[config.mk]
export PLATFORM = sky130hd
export DESIGN_NAME = led_pwm_ctrl
export DESIGN_NICKNAME = d
export VERILOG_FILES = /design/src/rtl/led_pwm_pkg.sv /design/src/rtl/led_tick_gen.sv /design/src/rtl/led_pwm_ctrl.sv
export SDC_FILE = /design/constraint.sdc
export NUM_CORES = 1
export LEC_CHECK = 0
export ABC_AREA = 1
export CAP_MARGIN = 20
export CORE_MARGIN = 4
export CORE_UTILIZATION = 35
export CTS_CLUSTER_DIAMETER = 30
export DETAILED_ROUTE_END_ITERATION = 7
export DONT_BUFFER_PORTS = 1
export PLACE_DENSITY = 0.59
export SETUP_SLACK_MARGIN = 0.02
export SYNTH_ARGS = -nofsm -noshare
export SYNTH_HDL_FRONTEND = slang
export SYNTH_HIERARCHICAL = 1
export SYNTH_SLANG_ARGS = --single-unit
[constraint.sdc]
create_clock -name clk -period 14.2 [get_ports clk]
set_input_delay 2.84 -clock clk [delete_from_list [all_inputs] [get_ports clk]]
set_output_delay 2.84 -clock clk [all_outputs]
set_load 0.02 [all_outputs]
[src/rtl/led_pwm_pkg.sv]
// Shared definitions for the LED PWM driver: mode encodings and field widths.
package led_pwm_pkg;

  localparam int MODE_W = 3;

  typedef enum logic [MODE_W-1:0] {
    LED_OFF     = 3'd0,
    LED_ON      = 3'd1,
    LED_PWM     = 3'd2,
    LED_BLINK   = 3'd3,
    LED_BREATHE = 3'd4
  } led_mode_e;

endpackage

[src/rtl/led_tick_gen.sv]
// Prescaler: counts 0..DIV-1 and pulses tick for one clk on the wrap cycle.
module led_tick_gen #(
  parameter int DIV = 390
) (
  input  logic clk,
  input  logic rst,
  output logic tick
);

  localparam int            CW   = (DIV > 1) ? $clog2(DIV) : 1;
  localparam logic [CW-1:0] LAST = CW'(DIV - 1);

  logic [CW-1:0] div_cnt_r;

  assign tick = (div_cnt_r == LAST);

  // Prescale counter; with DIV=1 it stays at zero and tick is constantly high
  always_ff @(posedge clk or posedge rst) begin
    if (rst) begin
      div_cnt_r <= '0;
    end else if (tick) begin
      div_cnt_r <= '0;
    end else begin
      div_cnt_r <= div_cnt_r + CW'(1);
    end
  end

endmodule

[src/rtl/led_pwm_ctrl.sv]
// Multi-channel LED driver: per-channel off/on/PWM/blink/breathe, config double-buffered
// so mode and duty changes only take effect on a PWM frame boundary.
module led_pwm_ctrl
  import led_pwm_pkg::*;
#(
  parameter int  NUM_CH       = 6,
  parameter int  PWM_BITS     = 8,
  parameter int  TICK_DIV     = 390,
  parameter int  BLINK_HALF   = 500,
  parameter int  BREATHE_STEP = 2,
  localparam int CW           = (NUM_CH > 1) ? $clog2(NUM_CH) : 1
) (
  input  logic                clk,
  input  logic                a_reset,
  input  logic                cfg_valid,
  input  logic [CW-1:0]       cfg_ch,
  input  logic [MODE_W-1:0]   cfg_mode,
  input  logic [PWM_BITS-1:0] cfg_duty,
  output logic                cfg_err,
  output logic                frame_start,
  output logic [NUM_CH-1:0]   led_out
);

  localparam int                  BLW        = (BLINK_HALF > 1) ? $clog2(BLINK_HALF) : 1;
  localparam int                  SW         = (BREATHE_STEP > 1) ? $clog2(BREATHE_STEP) : 1;
  localparam logic [PWM_BITS-1:0] PWM_MAX    = {PWM_BITS{1'b1}};
  localparam logic [BLW-1:0]      BLINK_LAST = BLW'(BLINK_HALF - 1);
  localparam logic [SW-1:0]       STEP_LAST  = SW'(BREATHE_STEP - 1);
  localparam logic [CW:0]         NUM_CH_V   = (CW + 1)'(NUM_CH);

  logic                tick_s;
  logic                frame_s;
  logic                step_s;
  logic                ch_ok_s;
  logic [NUM_CH-1:0]   lit_vec_s;
  logic [PWM_BITS-1:0] pwm_cnt_r;
  logic [BLW-1:0]      blink_cnt_r;
  logic                blink_on_r;
  logic [SW-1:0]       step_cnt_r;
  logic [PWM_BITS-1:0] breathe_lvl_r;
  logic                breathe_up_r;
  logic [NUM_CH-1:0]   led_out_r;
  logic                frame_start_r;
  logic                cfg_err_r;

  led_tick_gen #(.DIV(TICK_DIV)) u_tick (
    .clk  (clk),
    .rst  (a_reset),
    .tick (tick_s)
  );

  assign frame_s = tick_s && (pwm_cnt_r == PWM_MAX);
  assign step_s  = frame_s && (step_cnt_r == STEP_LAST);
  assign ch_ok_s = ({1'b0, cfg_ch} < NUM_CH_V);

  // PWM position within the frame and the shared blink phase
  always_ff @(posedge clk or posedge a_reset) begin
    if (a_reset) begin
      pwm_cnt_r   <= '0;
      blink_cnt_r <= '0;
      blink_on_r  <= 1'b1;
    end else begin
      if (tick_s) begin
        pwm_cnt_r <= pwm_cnt_r + PWM_BITS'(1);
      end
      if (frame_s) begin
        if (blink_cnt_r == BLINK_LAST) begin
          blink_cnt_r <= '0;
          blink_on_r  <= ~blink_on_r;
        end else begin
          blink_cnt_r <= blink_cnt_r + BLW'(1);
        end
      end
    end
  end

  // Shared breathe triangle; each endpoint is held for exactly one step before turning
  always_ff @(posedge clk or posedge a_reset) begin
    if (a_reset) begin
      step_cnt_r    <= '0;
      breathe_lvl_r <= '0;
      breathe_up_r  <= 1'b1;
    end else begin
      if (frame_s) begin
        step_cnt_r <= step_s ? '0 : step_cnt_r + SW'(1);
      end
      if (step_s) begin
        if (breathe_up_r) begin
          if (breathe_lvl_r == PWM_MAX) begin
            breathe_up_r  <= 1'b0;
            breathe_lvl_r <= breathe_lvl_r - PWM_BITS'(1);
          end else begin
            breathe_lvl_r <= breathe_lvl_r + PWM_BITS'(1);
          end
        end else if (breathe_lvl_r == '0) begin
          breathe_up_r  <= 1'b1;
          breathe_lvl_r <= breathe_lvl_r + PWM_BITS'(1);
        end else begin
          breathe_lvl_r <= breathe_lvl_r - PWM_BITS'(1);
        end
      end
    end
  end

  for (genvar i = 0; i < NUM_CH; i++) begin : g_ch
    logic [MODE_W-1:0]   shadow_mode_r;
    logic [MODE_W-1:0]   active_mode_r;
    logic [PWM_BITS-1:0] shadow_duty_r;
    logic [PWM_BITS-1:0] active_duty_r;
    logic                wr_s;
    logic                lit_s;

    assign wr_s         = cfg_valid && ch_ok_s && (cfg_ch == CW'(i));
    assign lit_vec_s[i] = lit_s;

    // A write landing on the boundary edge updates the shadow only, so it waits a frame
    always_ff @(posedge clk or posedge a_reset) begin
      if (a_reset) begin
        shadow_mode_r <= LED_OFF;
        shadow_duty_r <= '0;
        active_mode_r <= LED_OFF;
        active_duty_r <= '0;
      end else begin
        if (wr_s) begin
          shadow_mode_r <= cfg_mode;
          shadow_duty_r <= cfg_duty;
        end
        if (frame_s) begin
          active_mode_r <= shadow_mode_r;
          active_duty_r <= shadow_duty_r;
        end
      end
    end

    // Per-channel drive decision; reserved codes fall to dark
    always_comb begin
      lit_s = 1'b0;
      case (active_mode_r)
        LED_OFF:     lit_s = 1'b0;
        LED_ON:      lit_s = 1'b1;
        LED_PWM:     lit_s = (pwm_cnt_r < active_duty_r);
        LED_BLINK:   lit_s = blink_on_r && (pwm_cnt_r < active_duty_r);
        LED_BREATHE: lit_s = (pwm_cnt_r < breathe_lvl_r);
        default:     lit_s = 1'b0;
      endcase
    end
  end

  // Output register stage
  always_ff @(posedge clk or posedge a_reset) begin
    if (a_reset) begin
      led_out_r     <= '0;
      frame_start_r <= 1'b0;
      cfg_err_r     <= 1'b0;
    end else begin
      led_out_r     <= lit_vec_s;
      frame_start_r <= frame_s;
      cfg_err_r     <= cfg_valid && !ch_ok_s;
    end
  end

  assign led_out     = led_out_r;
  assign frame_start = frame_start_r;
  assign cfg_err     = cfg_err_r;

endmodule

==> results.sh, run 1 <==
export IMPL_hold_depth=2
export IMPL_cp_start_kind="input port"
export IMPL_first_iter_violations=477
export IMPL_finalSetupTns_ns=0
export IMPL_fmax_mhz=256
export IMPL_r2r_cells=12
export IMPL_cts_hold_buf=0
export IMPL_whs_ns=0.472
export IMPL_p_per_area_nw_per_um2=112
export IMPL_cts_tree="yes"
export IMPL_route_detailed_drc=0
export IMPL_critPathSlowestCell="buf_4"
export IMPL_numPortBuffers=0
export IMPL_synth_simple_gate_area_share_pct=22.1
export IMPL_die_x_um=166
export IMPL_synth_area_mux_share_pct=0.128
export IMPL_synth_fa_ha_area_share_pct=7.97
export IMPL_maxSlewHeadroom_pct=32.1
export IMPL_nFillCells=2550
export IMPL_grt_pass1_wl_um=30500
export IMPL_dp_hpwl_um=12100
export IMPL_synth_xor_area_share_pct=1.69
export IMPL_clkPwrFrac_pct=44.3
export IMPL_nNetsFinal=1123
export IMPL_syn_avg_cell_area_um2=8.31
export IMPL_first_global_vias=6025
export IMPL_endpoint_kind="asynchronous set/reset pin"
export IMPL_syn_area_um2=8790
export IMPL_avgViaCountPerCell=4.62
export IMPL_ctsHtreeMaxLevel=4
export IMPL_layout_drive_gt1_share_pct=5.64
export IMPL_gp_congestion=0.776
export IMPL_sequentialPowerShare_pct=51.6
export IMPL_min_from="g_ch[5].shadow_mode_r[0]$_DFFE_PP0P_"
export IMPL_coreArea_um2=24500
export IMPL_path_class="input port to asynchronous set/reset pin"
export IMPL_yosysWarnings=6
export IMPL_period_needed_ns=3.90
export IMPL_rrSetupSlack_ns=11.35
export IMPL_instances_no_fill=1387
export IMPL_min_period_over_period_pct=27.5
export IMPL_synth_nets=1131
export IMPL_grt_usage_pct=13.5
export IMPL_ys_seq_elements=177
export IMPL_postCtsSetupBuffers=0
export IMPL_placed_cell_area_um2=9020
export IMPL_holdPathEnd="g_ch[5].active_mode_r[0]$_DFFE_PP0P_"
export IMPL_clock_path_buffers=2
export IMPL_netlist_cell_type_count=32
export IMPL_final_cell_mix="341 x nand2_1, 175 x dfrtp_1, 133 x inv_1"
export IMPL_hp_class="flip-flop to flip-flop"
export IMPL_drt_pass1_iter_count=6
export IMPL_crit_family="buffers and inverters"
export IMPL_grt_start_max_net_pins=113
export IMPL_intPower_uw=810
export IMPL_hold_viol=0
export IMPL_vias=6404
export IMPL_worst_pin_slew_ns=1.02
export IMPL_p_sw_share_pct=25.1
export IMPL_p_switching_uw=271
export IMPL_dp_cells=1355
export IMPL_cts_resized=0
export IMPL_antenna_found_initial=0
export IMPL_synth_top_family_by_area="simple AND/OR/NAND/NOR gates"
export IMPL_cts_buffers_inserted=17
export IMPL_required_ns=14.65
export IMPL_r2r_start="u_tick/div_cnt_r[1]$_DFF_PP0_"
export IMPL_final_cell_area_um2=9620
export IMPL_path_buf_inv=2
export IMPL_maxCapViolations=0
export IMPL_finalMaxSlewViolations=0
export IMPL_diodes=0
export IMPL_start_util_pct=35.8
export IMPL_die_area_um2=27700
export IMPL_power_frac_comb_pct=4.2
export IMPL_rows=57
export IMPL_avgRoutedWirePerCell_um=13.0
export IMPL_grt_overflow_total=0
export IMPL_netlist_instances=1058
export IMPL_clock_sinks=177
export IMPL_die_y_um=166
export IMPL_leakagePower_nw=4.92
export IMPL_clock_latency_ns=0.44
export IMPL_status="completed"
export IMPL_cts_clk_slew_worst_paths_ns=0.07
export IMPL_io_pins=25
export IMPL_cp_cell_sequence="inv_6, buf_4"
export IMPL_crit_fanout=99
export IMPL_root_buffer="clkbuf_16"
export IMPL_arrival_ns=4.35
export IMPL_worstReg2RegEnd="g_ch[0].active_duty_r[1]$_DFFE_PP0P_"
export IMPL_synth_compound_area_share_pct=9.34
export IMPL_finalWirelength_um=18100
export IMPL_rsz0062_at_grt="no"
export IMPL_seq_area_frac_synth_pct=50.4
export IMPL_setup_viol=0
export IMPL_ir_worst_vdd_v=0.0000612
export IMPL_layout_commonest_cell="nand2_1"
export IMPL_ant_nets=0
export IMPL_cpPeakStageDelay_ns=0.80
export IMPL_skew_ns=0.0131
export IMPL_syn2layout_area_growth_pct=9.48
-- metrics by stage --
| step | utilization, % | total power [mW] | worst slack (ns) |
|---|---|---|---|
| after floorplan | - | 0.599 | 6.82 |
| after global placement | 36.7 | 0.611 | 9.72 |
| after detailed placement | 36.8 | 0.614 | 9.70 |
| after CTS | 39.2 | 1.10 | 10.18 |
| after global routing | 39.2 | 1.13 | 9.96 |
| final | 39.2 | 1.08 | 10.30 |
-- worst max-delay path by stage --
stage                     slack, ns                                    to  cells after the start    start
after floorplan                6.82            blink_cnt_r[0]$_DFFE_PP0P_                      1  a_reset
after global placement         9.72  g_ch[4].active_mode_r[1]$_DFFE_PP0P_                      2  a_reset
after detailed placement       9.70  g_ch[3].shadow_mode_r[2]$_DFFE_PP0P_                      2  a_reset
after CTS                     10.18  g_ch[3].active_duty_r[7]$_DFFE_PP0P_                      2  a_reset
after global routing           9.96  g_ch[3].active_duty_r[6]$_DFFE_PP0P_                      2  a_reset
final                         10.30  g_ch[3].active_duty_r[6]$_DFFE_PP0P_                      2  a_reset
-- kinds of logic (layout without fill, tap and decap cells) --
family	count (synthesis)	count (layout)
AOI/OAI and AO/OA	162	162
xor gates and xnor gates	17	17
and+or+nand+nor	475	475
DFF	177	177
adders and majority gates	56	56
muxes	1	1
buffers and inverters	170	175
-- layout make-up --
| class | count | area, um2 | area share [%] |
|---|---|---|---|
| Sequential cell | 177 | 4430 | 46.1 |
| Multi-Input combinational cell | 711 | 3630 | 37.7 |
| Inverter | 139 | 528 | 5.49 |
| Clock buffer | 18 | 439 | 4.56 |
| Tap cell | 324 | 405 | 4.21 |
| Clock inverter | 14 | 164 | 1.70 |
| Timing Repair Buffer | 4 | 27.5 | 0.286 |
-- synth_stat cells (all sizes together) --
library cell,instances,area (um2)
clkbuf,15,56.3
clkinv,1,5.00
xnor2,2,17.5
nor3,15,75.1
inv,138,518
nand3,37,190
nand4,7,43.8
ha,56,701
a21oi,16,80.1
dfrtp,175,4380
nor2,64,280
a31oi,5,31.3
buf,16,151
mux2,1,11.3
o21ai,141,709
nor4,1,6.26
nand3b,1,7.51
xor2,15,131
and3,1,6.26
nor3b,1,7.51
dfstp,2,52.6
nand2,348,1330
-- layer usage --
layer  vias to the layer above  GRT usage [%]  share of wire (%)
met5                         -              0                  0
met2                        72           20.7                 45
met4                         0           3.81                1.2
met1                      3004           19.6                 51
met3                        18           2.77                3.2
li1                       3310              -                  -
-- state kept, by name, summed over array words and instances (netlist names), 6 cells and up --
name,flops
g_ch.active_duty_r,48
g_ch.shadow_duty_r,48
g_ch.active_mode_r,18
g_ch.shadow_mode_r,18
blink_cnt_r,9
u_tick/div_cnt_r,9
breathe_lvl_r,8
pwm_cnt_r,8
led_out,6
-- power groups by stage --
stage | registers [mW] | clock network, mW | logic (mW)
floorplan | 0.563 | 0 | 0.0360
global placement | 0.566 | 0 | 0.0448
finish | 0.557 | 0.479 | 0.0449
detailed placement | 0.567 | 0 | 0.0468
global route | 0.561 | 0.514 | 0.0548
CTS | 0.557 | 0.492 | 0.0469
No activity file was read; power rests on OpenSTA's default activity.
==> run 2, diff against run 1 <==
- clock period: 14.2 -> 3.8 ns (I/O delays scaled with it)
==> run 2 against run 1 <==
Total power rose to 3.8 times the previous value. Setup slack worse by 9.1 ns. First-iteration DRC count down 28%. Clock power rose to 3.8 times the previous value.
==> results.sh, run 2 (synthesis results as in run 1) <==
export IMPL_status="completed"
export IMPL_maxCapViolations=0
export IMPL_p_sw_share_pct=24.1
export IMPL_grt_usage_pct=13.9
export IMPL_final_cell_mix="341 x nand2_1, 175 x dfrtp_1, 133 x inv_1"
export IMPL_power_frac_comb_pct=4.3
export IMPL_io_pins=25
export IMPL_arrival_ns=2.92
export IMPL_grt_util_met2_pct=22.7
export IMPL_diodes=0
export IMPL_sequentialPowerShare_pct=51.0
export IMPL_first_iter_violations=343
export IMPL_dp_hpwl_um=12900
export IMPL_coreArea_um2=24500
export IMPL_path_class="flip-flop to flip-flop"
export IMPL_grt_busiest_layer="met2"
export IMPL_crit_family="buffers and inverters"
export IMPL_whs_ns=0.182
export IMPL_cts_clk_slew_worst_paths_ns=0.07
export IMPL_hold_viol=0
export IMPL_min_period_over_period_pct=69.0
export IMPL_rsz0062_at_grt="no"
export IMPL_hp_class="input port to asynchronous set/reset pin"
export IMPL_setup_viol=0
export IMPL_layout_commonest_cell="nand2_1"
export IMPL_finalSetupTns_ns=0
export IMPL_endpoint_kind="flip-flop"
export IMPL_cts_hold_buf=0
export IMPL_postCtsSetupBuffers=0
export IMPL_skew_ns=0.00857
export IMPL_period_needed_ns=2.62
export IMPL_grt_overflow_total=0
export IMPL_top_regs="g_ch.active_duty_r (48), g_ch.shadow_duty_r (48)"
export IMPL_intPower_mw=3.11
export IMPL_grt_met3_usage_pct=2.70
export IMPL_root_buffer="clkbuf_16"
export IMPL_cp_cell_sequence="inv_1, ha_1, nand2_1, nor2_1, nand2_2, inv_2, nand3_2, nor2_4, nand2_1, buf_4, clkinv_2, buf_4, o21ai_0"
export IMPL_route_detailed_drc=0
export IMPL_clock_latency_ns=0.43
export IMPL_ir_worst_vdd_v=0.000311
export IMPL_cts_tree="yes"
export IMPL_gp_congestion=0.807
export IMPL_antenna_found_initial=0
export IMPL_place_ws_ns=1.17
export IMPL_fin_util_pct=39.5
export IMPL_finalWirelength_um=18600
export IMPL_clkPwrFrac_pct=44.8
export IMPL_vias=6365
export IMPL_cp_start_kind="flip-flop"
export IMPL_worst_pin_slew_ns=1.18
export IMPL_crit_fanout=43
export IMPL_grt_pass1_wl_um=31500
export IMPL_p_switching_uw=988
export IMPL_required_ns=4.09
export IMPL_avgRoutedWirePerCell_um=13.4
export IMPL_total_power_mw=4.10
export IMPL_cpPeakStageDelay_ns=0.43
export IMPL_die_y_um=166
export IMPL_finalMaxSlewViolations=0
export IMPL_rows=57
export IMPL_fin_ws_ns=1.18
export IMPL_first_global_vias=6253
export IMPL_ant_nets=0
export IMPL_path_buf_inv=5
export IMPL_critPathSlowestCell="buf_4"
export IMPL_nNetsFinal=1126
export IMPL_ctsHtreeMaxLevel=4
export IMPL_avgViaCountPerCell=4.58
export IMPL_die_area_um2=27700
export IMPL_cts_resized=0
export IMPL_layout_drive_gt1_share_pct=5.91
export IMPL_clock_sinks=177
export IMPL_clock_path_buffers=2
export IMPL_die_x_um=166
export IMPL_syn2layout_area_growth_pct=10.2
export IMPL_p_per_area_nw_per_um2=423
export IMPL_grt_start_max_net_pins=65
export IMPL_leakagePower_nw=4.96
export IMPL_cts_buffers_inserted=17
export IMPL_maxSlewHeadroom_pct=20.9
export IMPL_numPortBuffers=0
export IMPL_fmax_mhz=382
export IMPL_start_util_pct=35.8
export IMPL_met1_usage_pct=18.8
export IMPL_drt_pass1_iter_count=4
run 2: cell types whose count changed in the layout (fill, tap and decap cells not counted):
cell	change
clkinv_8	-1
inv_8	-1
buf_4	+2
bufinv_16	+1
clkbuf_8	+1
buf_2	-1
buf_12	+2
run 2: metal layers:
layer	wire [um]	vias to the layer above
met2	8730	71
met4	234	0
met1	9080	2945
met5	0	-
li1	-	3331
met3	551	18
run 2: metrics by stage:
step	std cells	cell area [um2]
floorplan	1058	8790
global placement	1358	9070
detailed placement	1358	9070
CTS	1390	9690
global route	1390	9690
finish	1390	9690
run 2: power by group through the flow:
stage                     logic, mW  clock network (mW)  registers [mW]
final                         0.174                1.83            2.09
after global routing          0.213                1.97            2.10
after CTS                     0.181                1.89            2.09
after detailed placement      0.180                   0            2.12
after global placement        0.173                   0            2.12
after floorplan               0.135                   0            2.10
run 2: layout make-up:
cell class,count,area (um2)
Clock buffer,19,453
Clock inverter,13,168
Fill cell,2491,14800
Inverter,139,527
Multi-Input combinational cell,711,3630
Sequential cell,177,4430
Tap cell,324,405
Timing Repair Buffer,7,77.6
run 2: path summary, 6_finish.rpt:
check	start	endpoint	slack [ns]	cells past startpoint
worst max-delay path	u_tick/div_cnt_r[1]$_DFF_PP0_	g_ch[0].active_duty_r[5]$_DFFE_PP0P_	1.18	13
worst min-delay path	a_reset	breathe_lvl_r[2]$_DFFE_PP0P_	0.18	1
worst max register to register	u_tick/div_cnt_r[1]$_DFF_PP0_	g_ch[0].active_duty_r[5]$_DFFE_PP0P_	1.18	13
worst min register to register	g_ch[2].shadow_mode_r[0]$_DFFE_PP0P_	g_ch[2].active_mode_r[0]$_DFFE_PP0P_	0.47	2
max in group asynchronous	a_reset	g_ch[5].active_duty_r[1]$_DFFE_PP0P_	2.80	2
min in group clk	cfg_valid	cfg_err$_DFF_PP0_	0.46	2
run 2: worst register-to-register path, stage by stage, from the launching register on:
cell and delay [ns]:
dfrtp_1 0.40, inv_1 0.06, ha_1 0.13, nand2_1 0.05, nor2_1 0.13, nand2_2 0.10, inv_2 0.15, nand3_2 0.11
nor2_4 0.14, nand2_1 0.06, buf_4 0.23, clkinv_2 0.34, buf_4 0.44, o21ai_0 0.15
